[src/rtl/div_unit_rv32m.sv]
// div_unit_rv32m: iterative radix-2 restoring divider for RV32M DIV/DIVU/REM/REMU.
// Build macro DIV_EARLY_OUT_EN: finish in one cycle when |dividend| < |divisor|.
module div_unit_rv32m #(
  parameter int unsigned XLEN = 32
) (
  input  logic            CLK,
  input  logic            RESET,
  input  logic            START,
  input  logic [1:0]      DIV_OP,
  input  logic [XLEN-1:0] DATA1,
  input  logic [XLEN-1:0] DATA2,
  input  logic            FLUSH,
  input  logic            RESULT_READY,
  output logic [XLEN-1:0] RESULT,
  output logic            RESULT_VALID,
  output logic            BUSY
);

  localparam int unsigned CW = $clog2(XLEN);
  localparam logic [XLEN-1:0] MIN_NEG = {1'b1, {(XLEN-1){1'b0}}};

  typedef enum logic [1:0] {S_IDLE, S_BUSY, S_DONE} state_t;

  state_t          state, state_nxt;
  logic [CW-1:0]   count, count_nxt;
  logic [1:0]      op, op_nxt;
  logic            neg_q, neg_q_nxt;
  logic            neg_r, neg_r_nxt;
  logic [XLEN-1:0] rem, rem_nxt;
  logic [XLEN-1:0] quo, quo_nxt;
  logic [XLEN-1:0] dvs, dvs_nxt;
  logic [XLEN-1:0] result, result_nxt;

  logic            is_signed, a_neg, b_neg, div_zero, ovf, early;
  logic [XLEN-1:0] a_mag, b_mag;

  logic [XLEN:0]   shifted;
  logic            ge;
  logic [XLEN-1:0] rem_step, quo_step, q_fix, r_fix;

  // Operand decode, only meaningful in the accept cycle
  always_comb begin
    is_signed = ~DIV_OP[0];
    a_neg     = is_signed & DATA1[XLEN-1];
    b_neg     = is_signed & DATA2[XLEN-1];
    a_mag     = a_neg ? -DATA1 : DATA1;
    b_mag     = b_neg ? -DATA2 : DATA2;
    div_zero  = (DATA2 == '0);
    ovf       = is_signed && (DATA1 == MIN_NEG) && (DATA2 == '1);
`ifdef DIV_EARLY_OUT_EN
    early     = !div_zero && (a_mag < b_mag);
`else
    early     = 1'b0;
`endif
  end

  // One restoring step: the dividend shifts out of quo into rem while quotient bits shift in
  always_comb begin
    shifted  = {rem, quo[XLEN-1]};
    ge       = (shifted >= {1'b0, dvs});
    rem_step = ge ? XLEN'(shifted - {1'b0, dvs}) : shifted[XLEN-1:0];
    quo_step = {quo[XLEN-2:0], ge};
    q_fix    = neg_q ? -quo_step : quo_step;
    r_fix    = neg_r ? -rem_step : rem_step;
  end

  always_comb begin
    state_nxt  = state;
    count_nxt  = count;
    op_nxt     = op;
    neg_q_nxt  = neg_q;
    neg_r_nxt  = neg_r;
    rem_nxt    = rem;
    quo_nxt    = quo;
    dvs_nxt    = dvs;
    result_nxt = result;

    if (FLUSH) begin
      state_nxt = S_IDLE;
    end else begin
      unique case (state)
        S_IDLE: begin
          if (START) begin
            op_nxt    = DIV_OP;
            neg_q_nxt = a_neg ^ b_neg;
            neg_r_nxt = a_neg;
            rem_nxt   = '0;
            quo_nxt   = a_mag;
            dvs_nxt   = b_mag;
            count_nxt = CW'(XLEN - 1);
            if (div_zero) begin
              result_nxt = DIV_OP[1] ? DATA1 : '1;
              state_nxt  = S_DONE;
            end else if (ovf) begin
              result_nxt = DIV_OP[1] ? '0 : MIN_NEG;
              state_nxt  = S_DONE;
            end else if (early) begin
              result_nxt = DIV_OP[1] ? DATA1 : '0;
              state_nxt  = S_DONE;
            end else begin
              state_nxt = S_BUSY;
            end
          end
        end
        S_BUSY: begin
          rem_nxt   = rem_step;
          quo_nxt   = quo_step;
          count_nxt = count - 1'b1;
          if (count == '0) begin
            result_nxt = op[1] ? r_fix : q_fix;
            state_nxt  = S_DONE;
          end
        end
        S_DONE: begin
          // A START in the release cycle is dropped; IDLE lasts at least one cycle
          if (RESULT_READY) state_nxt = S_IDLE;
        end
        default: state_nxt = S_IDLE;
      endcase
    end
  end

  always_ff @(posedge CLK) begin
    if (RESET) begin
      state  <= S_IDLE;
      count  <= '0;
      op     <= '0;
      neg_q  <= 1'b0;
      neg_r  <= 1'b0;
      rem    <= '0;
      quo    <= '0;
      dvs    <= '0;
      result <= '0;
    end else begin
      state  <= state_nxt;
      count  <= count_nxt;
      op     <= op_nxt;
      neg_q  <= neg_q_nxt;
      neg_r  <= neg_r_nxt;
      rem    <= rem_nxt;
      quo    <= quo_nxt;
      dvs    <= dvs_nxt;
      result <= result_nxt;
    end
  end

  assign RESULT       = result;
  assign RESULT_VALID = (state == S_DONE);
  assign BUSY         = (state != S_IDLE);

endmodule
[config.mk]
export PLATFORM = sky130hd
export DESIGN_NAME = div_unit_rv32m
export DESIGN_NICKNAME = d
export VERILOG_FILES = /design/src/rtl/div_unit_rv32m.sv
export SDC_FILE = /design/constraint.sdc
export NUM_CORES = 1
export LEC_CHECK = 0
export BUFFER_PORTS_ARGS = -buffer_cell sky130_fd_sc_hd__clkbuf_2
export CAP_MARGIN = 30
export CORE_AREA = 5 5 144 146
export DETAILED_ROUTE_END_ITERATION = 12
export DIE_AREA = 0 0 149 151
export PLACE_DENSITY_LB_ADDON = 0.25
export SLEW_MARGIN = 25
export SYNTH_ARGS = -nofsm -noshare
export SYNTH_HDL_FRONTEND = slang
export SYNTH_SLANG_ARGS = --single-unit
[constraint.sdc]
create_clock -name CLK -period 6.5 [get_ports CLK]
set_input_delay 0 -clock CLK [delete_from_list [all_inputs] [get_ports CLK]]
set_output_delay 0 -clock CLK [all_outputs]
set_load 0.05 [all_outputs]
# ---- Yosys cells after proc, flatten, opt, wreduce, memory -nomap -nowiden
# Cells that the tools add are included.
dict set report op_classes {
  addsub 6
  magnitude_cmp 1
  n_eq_ne 8
  muxes 25
  n_bitwise 5
  n_reduce_logical 12
}
# operator n
set op_table {}
lappend op_table {{$mux 32} 14}
lappend op_table {{$pmux 32 s2} 3}
lappend op_table {{$neg 32->32} 4}
lappend op_table {{$eq 32x32->1 const B} 2}
lappend op_table {{$ge 33x32->1} 1}
lappend op_table {{$logic_not 32->1} 1}
lappend op_table {{$sub 32x32->32} 1}
lappend op_table {{$mux 2} 5}
lappend op_table {{$pmux 5 s2} 1}
lappend op_table {{$reduce_and 3->1} 3}
lappend op_table {{$ne 2x2->1 const B} 3}
lappend op_table {{$pmux 2 s3} 1}
lappend op_table {{$logic_not 5->1} 1}
lappend op_table {{$mux 5} 1}
lappend op_table {{$reduce_and 5->1} 1}
lappend op_table {{$sub 5x1->5 const B} 1}
lappend op_table {{$reduce_bool 2->1} 2}
lappend op_table {{$ne 3x3->1 const B} 1}
lappend op_table {{$and 1x1->1} 2}
lappend op_table {{$eq 2x1->1 const B} 1}
lappend op_table {{$eq 2x2->1 const B} 1}
lappend op_table {{$logic_and 1x1->1} 2}
lappend op_table {{$logic_not 2->1} 1}
lappend op_table {{$not 1->1} 2}
lappend op_table {{2 further kinds} 2}
dict set report totals {
  ff_bits 139
  input_bits 71
  out_inout_bits 34
  wordCells 66
}

# ---- Logic depth before layout (Yosys ltp)
# Gate-level depths: netlist of run 1.
dict set report depth {
  ltp_word 7
  ltp_mapped 23
  mapped_depth_nobuf 18
}

# ---- Worst setup path before layout of run 1
# Ideal clock, no wire load.
dict set report synth_timing {
  kind {reg2reg}
  from {register dvs[22]}
  to {register result[26] (netlist: RESULT[26])}
  setup_time_ps 138
  arrival_time_ps 5070
  required_ps 6362
  path_slack_ps 1292
  path_stages_with_launch 23
  n_path_buf 5
  cell_sequence {dfxtp_1 inv_1 ha_1 buf_6 a211o_1 a2111oi_2 nor2_1 a211o_1 a211o_4 buf_6 buf_2 buf_2 clkbuf_1 o21ai_0 ha_1 nand3_1 or4_1 or3_1 a222oi_1 a31oi_1 xnor2_1 a21oi_1 a221oi_2}
}
dict set report synth_between {
  elab_chain_len 7
}
# item line
set synth_rtl {}
lappend synth_rtl {{start: declaration} 31} ;# logic [XLEN-1:0] dvs, dvs_nxt;
lappend synth_rtl {{start signal: assignment} 142} ;# dvs <= dvs_nxt;
lappend synth_rtl {{$sub 32x32->32 / $ge 33x32->1 (equally long branches)} {61, 60}}
lappend synth_rtl {{$mux 32} 61} ;# rem_step = ge ? XLEN'(shifted - {1'b0, dvs}) : shifted[XLEN-1:0];
lappend synth_rtl {{$neg 32->32} 64} ;# r_fix = neg_r ? -rem_step : rem_step;
lappend synth_rtl {{$mux 32} 64}
lappend synth_rtl {{$mux 32 *} 110} ;# result_nxt = op[1] ? r_fix : q_fix;
lappend synth_rtl {{$mux 32 *} 109} ;# if (count == '0) begin
lappend synth_rtl {{$pmux 32 s2 *} 81} ;# unique case (state)
lappend synth_rtl {{end signal: assignment} 143} ;# result <= result_nxt;
lappend synth_rtl {{end: declaration} 32} ;# logic [XLEN-1:0] result, result_nxt;
# Every way passes the cells marked *; elsewhere a longest branch is shown, timed or not. The select of a mux whose other input is x is not followed.
# A chain may end at the register's enable or synchronous reset.

# ---- Worst setup path in the final report of run 1
dict set report layout_timing {
  from {register rem[21]}
  to {register result[26] (netlist: RESULT[26])}
}
dict set report layout_between {
  elab_chain_len 7
}
# item line
set layout_rtl {}
lappend layout_rtl {{start: declaration} 29} ;# logic [XLEN-1:0] rem, rem_nxt;
lappend layout_rtl {{start signal: assignment} 140} ;# rem <= rem_nxt;
lappend layout_rtl {{$sub 32x32->32 / $ge 33x32->1 (equally long branches)} {61, 60}}
lappend layout_rtl {{$mux 32} 61}
lappend layout_rtl {{$neg 32->32} 64}
lappend layout_rtl {{$mux 32} 64}
lappend layout_rtl {{$mux 32 *} 110}
lappend layout_rtl {{$mux 32 *} 109}
lappend layout_rtl {{$pmux 32 s2 *} 81}
# Marks and branches as above.

==> impl_metrics.toml, run 1 <==
[die]
initial_core_util = 0.595
placementRows = 51
coreArea_um2 = 19300
die-width_um = 149
io_pins = 105
die-area_um2 = 22500
die_y_um = 151

[grt]
grt_pass1_vias = 11402
track_usage = 0.332
grt_start_max_net_pins = 99
grt_overflow = 0
antenna_found_initial = 1
grt_pass1_wl_mm = 59.9

[worst_hold_path]
worstHoldStart = "DATA1[11]"
min_path_type = "input port to flop"

[detailed_routing]
antenna_left = 0
postRouteWirelength_mm = 37.9
drtIter0Drc = 1262
drc = 0
avgRoutedWirePerCell_um = 19.5
drt-vias-per-instance = 6.41
firstDrtPassIters = 5
vias = 12443

[critical_path]
slowest_delay_ps = 650
cp-end-kind = "flop"
crit_start = "rem[21]"
cp.arrival_ps = 5570
crit_required_ps = 6780
cp-start-kind = "flop"
slowest_stage = "a222oi_1"
worst_r2r_startpoint = "rem[21]"
path_cells = "ha_1 > a211o_1 > a2111oi_2 > nor2_1 > a211o_1 > a211o_4 > mux2i_1 > ha_1 > nand3_1 > or4_1 > or3_1 > a222oi_1 > a31oi_1 > xnor2_1 > a21oi_1 > a221oi_2"
worstSetupPathType = "flop to flop"
cp_max_fo = 9

[power]
p_int_mw = 1.66
clkPwrFrac = 0.364
ir_drop_mv = 0.195
cellPowerDensity_nw_per_um2 = 202
p_sw_mw = 0.946
p_comb_frac = 0.283
power.leakage_nw = 5.12
p_sw_frac = 0.363
p_seq_frac = 0.353

[cts]
cts_tree = "done"
root_buffer = "clkbuf_16"
clk_latency_ps = 440
post_cts_buffers = 0
cts_buffer_depth = 2
hold_buffers = 29
numCtsBuffers = 17
cts_resized = 0
clock-sinks = 138
h-tree-depth = 4
path_clk_slew_ps = 70

[layout]
regArea_um2 = 2760
nets = 1773
drive_gt1_frac = 0.115
design_area_um2 = 12900
multi_input_area_um2 = 8060
nFillCells = 1737
n_antenna_cell = 0
area_growth_pct = 12.6

[synthesis]
synth_top_area_cell = "dfxtp_1"
synth_common_cells = "nor2_1 (231), a21oi_1 (153), dfxtp_1 (138)"
syn_area_per_cell_um2 = 7.19
synth.most_common_cell = "nor2_1"
netlist_top_cells_area = "dfxtp_1 (24%), nor2_1 (7.6%), a21oi_1 (6.7%), xnor2_1 (4.9%), a211oi_1 (4.8%)"
synth_top_area_frac = 0.241
synth_edf_count = 0
ys.flop_type = "dfxtp_1"
ys_ff_latch = 138
syn-num-nets = 1708
syn_inst = 1597
synth_seq_area_share = 0.241
synth_area_um2 = 11500
yosys_warnings = 0
ys_types = 86
ys_async_sr_fraction = 0

[place]
dpl.hpwl_mm = 28.2
place_area_um2 = 12000
place.port_buffers = 104
gp_congestion = 1.01

[status]
status = "finished clean"

[sta]
rsz0062_at_grt = "no"
finalClockSkew_ps = 13.3
hold_viol_final = 0
setup_viol = 0
setup_tns_ps = 0
slew_headroom = 0.365
fmax_ghz = 0.189
worst_pin_slew_ps = 949
min_period_ps = 5290
finalCritPeriodShare = 0.814
drv_slew = 0

[job]
drv_cap = 0
-- state kept, by name, summed over array words and instances, names as in the netlist --
register and cells:
RESULT 32, count 5, dvs 32, neg_q 1, neg_r 1, op 1
quo 32, rem 32, state 2
-- path summary, 6_finish.rpt --
path                                    to  slack (ps)  cells after the start
worst max-delay path            RESULT[26]        1210                     16
worst min-delay path            RESULT[11]           4                      3
worst max register to register  RESULT[26]        1210                     16
worst min register to register  RESULT[12]         440                      2
-- cell type report --
type | instances | share of cell area
tap | 265 | 0.0257
sequential | 138 | 0.214
clock buffer | 18 | 0.0340
inverter | 62 | 0.0180
clock inverter | 14 | 0.0101
timing repair buffer | 151 | 0.0749
multi-input combinational | 1292 | 0.623
-- kinds of logic after synthesis --
kind of cell    share of synthesized area
flops                               0.241
mux                                0.0213
compound gates                      0.300
simple gates                        0.239
buf+inv                            0.0584
fa+ha+maj                          0.0443
xor+xnor                           0.0962
-- metrics by stage --
stage,util,power [mW],setup WS [ps],hold slack (ps),std cells
final,0.670,2.60,1210,3.86,1940
after floorplan,-,1.44,1290,136,1597
after CTS,0.669,2.59,1340,2.52,1939
after detailed placement,0.624,1.64,1350,290,1878
after global routing,0.670,2.72,810,38.3,1940
after global placement,0.624,1.63,1430,281,1878
-- metal layers --
| layer | track usage | vias up | share of wire |
|---|---|---|---|
| li1 | - | 5987 | - |
| met1 | 0.443 | 5782 | 0.43 |
| met2 | 0.527 | 569 | 0.45 |
| met3 | 0.0775 | 103 | 0.087 |
| met4 | 0.121 | 2 | 0.034 |
| met5 | 0 | - | 0.00021 |
-- critical path: cells and delay by family, from the launching register on --
kind,cells,cell delay (ps)
compound gates,8,2530
xor+xnor,1,170
fa+ha+maj,2,710
flops,1,360
mux,1,300
simple gates,4,1080
-- power groups by stage --
stage	clock network (mW)	logic (mW)	registers [mW]
floorplan	0	0.506	0.931
global placement	0	0.698	0.934
detailed placement	0	0.701	0.936
CTS	0.952	0.718	0.917
global route	0.992	0.805	0.923
finish	0.948	0.738	0.918
-- cells in the final DEF (no fill, tap or decap), drive strengths merged, types with 12 or more instances in the layout --
| cell type | n |
|---|---|
| or4 | 14 |
| nor2 | 231 |
| o21ai | 97 |
| xor2 | 62 |
| or3 | 24 |
| a211oi | 75 |
| nand4 | 24 |
| nor3 | 47 |
| nor4 | 18 |
| dlygate4sd3 | 29 |
| a21oi | 153 |
| mux2i | 21 |
| nand2b | 16 |
| xnor2 | 64 |
| nand2 | 129 |
| buf | 19 |
| a22oi | 18 |
| a21o | 17 |
| o41ai | 15 |
| ha | 39 |
| clkbuf | 121 |
| a31oi | 20 |
| dfxtp | 138 |
| nand3 | 26 |
| inv | 70 |
| o31ai | 19 |
| o211ai | 12 |
No activity file was read; power rests on OpenSTA's default activity.
==> run 2: changes to the inputs <==
--- a/config.mk
+++ b/config.mk
@@ -5,11 +5,12 @@
 export SDC_FILE = /design/constraint.sdc
 export NUM_CORES = 1
 export LEC_CHECK = 0
+export ABC_AREA = 1
 export BUFFER_PORTS_ARGS = -buffer_cell sky130_fd_sc_hd__clkbuf_2
 export CAP_MARGIN = 30
-export CORE_AREA = 5 5 144 146
+export CORE_AREA = 5 5 158 160
 export DETAILED_ROUTE_END_ITERATION = 12
-export DIE_AREA = 0 0 149 151
+export DIE_AREA = 0 0 163 165
 export PLACE_DENSITY_LB_ADDON = 0.25
 export SLEW_MARGIN = 25
 export SYNTH_ARGS = -nofsm -noshare
==> constraint.sdc (replaced) <==
create_clock -name CLK -period 4.23 [get_ports CLK]
set_input_delay 0 -clock CLK [delete_from_list [all_inputs] [get_ports CLK]]
set_output_delay 0 -clock CLK [all_outputs]
set_load 0.05 [all_outputs]
==> run 2 against run 1 <==
Effect of this change: register-to-register slack lost 1100 ps; design area grew 12%; hold slack gained 0.94 ps; critical path type unchanged; critical endpoint is now RESULT[21]; largest cell class unchanged; wire length grew 33%; critical path depth grew 7; area after synthesis grew 12%; sequential cell count is the same.
==> impl_metrics.toml, run 2 <==
[detailed_routing]
avgRoutedWirePerCell_um = 19.0
drt-vias-per-instance = 5.74
drtIter0Drc = 1948
drc = 0
firstDrtPassIters = 6
vias = 15155
postRouteWirelength_mm = 50.2
antenna_left = 0

[critical_path]
worstSetupPathType = "flop to flop"
crit_required_ps = 4560
reg2regPathDepth = 23
crit_start = "dvs[9]"
cp-end-kind = "flop"
cp-start-kind = "flop"
slowest_delay_ps = 370
path_cells = "inv_1 > ha_1 > nand2_1 > nor2_2 > nand2_1 > inv_1 > nand2_4 > nand2_4 > nand2_4 > nand2_4 > buf_4 > buf_4 > nand2_1 > nand2_1 > nand2_2 > nor2_4 > nand2_2 > nor2_2 > nand2_1 > nand3_1 > nand2_1 > o21bai_1 > a21oi_1"
endpoint = "RESULT[21]"
slowest_stage = "ha_1"
cp_top_family = "simple AND/OR/NAND/NOR gates"
worst_r2r_startpoint = "dvs[9]"
cp.depth = 23
crit_top_cell = "nand2_1"
cp_max_fo = 25
r2r-end = "RESULT[21]"
reg2reg_slack_ps = 120
crit_buf_inv = 4
cp.arrival_ps = 4440

[synthesis]
synth_area_um2 = 12900
synth_seq_area_share = 0.214
syn_area_per_cell_um2 = 5.80
ys_types = 55
syn-num-nets = 2332
synth_common_cells = "nand2_1 (677), inv_1 (292), a21oi_1 (198)"
synth.most_common_cell = "nand2_1"
synth_top_area_cell = "dfxtp_1"
netlist_top_cells_area = "dfxtp_1 (21%), nand2_1 (20%), inv_1 (8.5%), a21oi_1 (7.7%), nor2_1 (5.7%)"
ys_ff_latch = 138
syn_inst = 2221
synth_edf_count = 0
synth_top_area_frac = 0.214
yosys_warnings = 0
ys.flop_type = "dfxtp_1"
ys_async_sr_fraction = 0

[die]
initial_core_util = 0.554
io_pins = 105
coreArea_um2 = 23300
die-width_um = 163
die-area_um2 = 26900
placementRows = 56
die_y_um = 165

[place]
place_area_um2 = 13600
place.port_buffers = 104
pre_cts_ws_ps = 159
gp_congestion = 1.04
placed_cells = 2583
dpl.hpwl_mm = 38.5

[sta]
fin_ws_ps = 119
setup_tns_ps = 0
rsz0062_at_grt = "yes"
min_period_ps = 4110
fmax_ghz = 0.243
finalClockSkew_ps = 14.9
finalCritPeriodShare = 0.972
setup_viol = 0
drv_slew = 0
slew_headroom = 0.392
hold_viol_final = 0
worst_pin_slew_ps = 912

[power]
power.leakage_nw = 7.15
ir_drop_mv = 0.211
cellPowerDensity_nw_per_um2 = 318

[grt]
grt_start_max_net_pins = 78
antenna_found_initial = 0
grt_pass1_vias = 13489
track_usage = 0.368
grt_overflow = 0
grt_pass1_wl_mm = 76.6

[layout]
instances_no_fill = 2638
layout_commonest_cell = "nand2_1"
design_area_um2 = 14500
nets = 2417
nFillCells = 2372
drive_gt1_frac = 0.130
fin_util = 0.621
n_antenna_cell = 0
area_growth_pct = 12.2
final_cell_mix = "nand2_1 (676), inv_1 (291), a21oi_1 (198)"

[cts]
root_buffer = "clkbuf_16"
clk_latency_ps = 440
h-tree-depth = 4
cts_buffer_depth = 2
path_clk_slew_ps = 80
cts_tree = "done"
clock-sinks = 138
numCtsBuffers = 17

[status]
status = "finished clean"

[worst_hold_path]
min_path_type = "input port to flop"

[job]
drv_cap = 0
## run 2: changes by cell type after synthesis, moves of 22 or more
cell and delta:
nor2_2 +23, o221ai_1 +22, nand2_1 +548, xor2_1 -25
a211oi_1 -71, or3_1 -22, nor2_1 -35, inv_1 +231
nand2_2 +26, xnor2_1 -52, o21ai_0 +32, nand3_1 +85
a21oi_1 +45
## run 2: layout make-up
cell class | instances | area (um^2) | area share
multi-input cells | 1682 | 8550 | 0.591
flip-flops and latches | 138 | 2760 | 0.191
inverters | 311 | 1170 | 0.0810
repair buffers | 156 | 991 | 0.0686
clock buffers | 18 | 429 | 0.0297
well taps | 319 | 399 | 0.0276
clock inverters | 14 | 153 | 0.0106
## run 2: worst min path at each step
stage                    from       to  slack (ps)  cells past startpoint
CTS                 DATA1[18]  quo[18]           2                      4
finish              DATA1[20]  quo[20]           5                      4
global placement     DATA2[0]   dvs[0]         300                      3
floorplan            DATA2[0]   dvs[0]         150                      2
detailed placement   DATA2[0]   dvs[0]         310                      3
global route         DATA2[3]   dvs[3]          20                      5
## run 2: per-layer routing
metal,track usage,part of all wire,vias to the layer above
met5,0,0,-
met3,0.0986,0.12,84
met1,0.547,0.45,6915
met4,0.128,0.033,0
met2,0.508,0.39,818
li1,-,-,7338
## run 2: per-stage QoR
step / power, mW / hold slack (ps)
2_1_floorplan: 2.51 / 154
4_1_cts: 4.52 / 1.86
5_1_grt: 4.80 / 22.8
3_3_place_gp: 2.97 / 305
6_report: 4.59 / 4.81
3_5_place_dp: 2.98 / 308
## run 2: repair_timing
item / in CTS / in global routing
buffers inserted: 0 / 1
endpoints found under the setup margin: 0 / 7
hold endpoints to repair: 20 / 0
resized for setup: 0 / 6
hold buffers: 20 / 0
## run 2: report_power, final
group | internal [mW] | switching (mW)
registers | 1.36 | 0.0595
clock network | 0.836 | 0.715
logic | 0.485 | 1.14
## run 2: cell families (layout without fill, tap and decap cells)
kind of cell / Yosys count / after routing / share of synthesized area
DFF: 138 / 138 / 0.214
xor gates and xnor gates: 49 / 49 / 0.0333
buffers and inverters: 401 / 499 / 0.125
adders and majority gates: 40 / 40 / 0.0394
and+or+nand+nor: 1165 / 1165 / 0.399
AOI/OAI and AO/OA: 428 / 428 / 0.189
## run 2: worst reg2reg max path, stage by stage, from the launching register on
cell and delay, ps:
dfxtp_1 340, inv_1 60, ha_1 370, nand2_1 180
nor2_2 300, nand2_1 130, inv_1 110, nand2_4 60
nand2_4 70, nand2_4 50, nand2_4 80, buf_4 320
buf_4 300, nand2_1 80, nand2_1 260, nand2_2 130
nor2_4 220, nand2_2 90, nor2_2 140, nand2_1 170
nand3_1 120, nand2_1 50, o21bai_1 250, a21oi_1 110
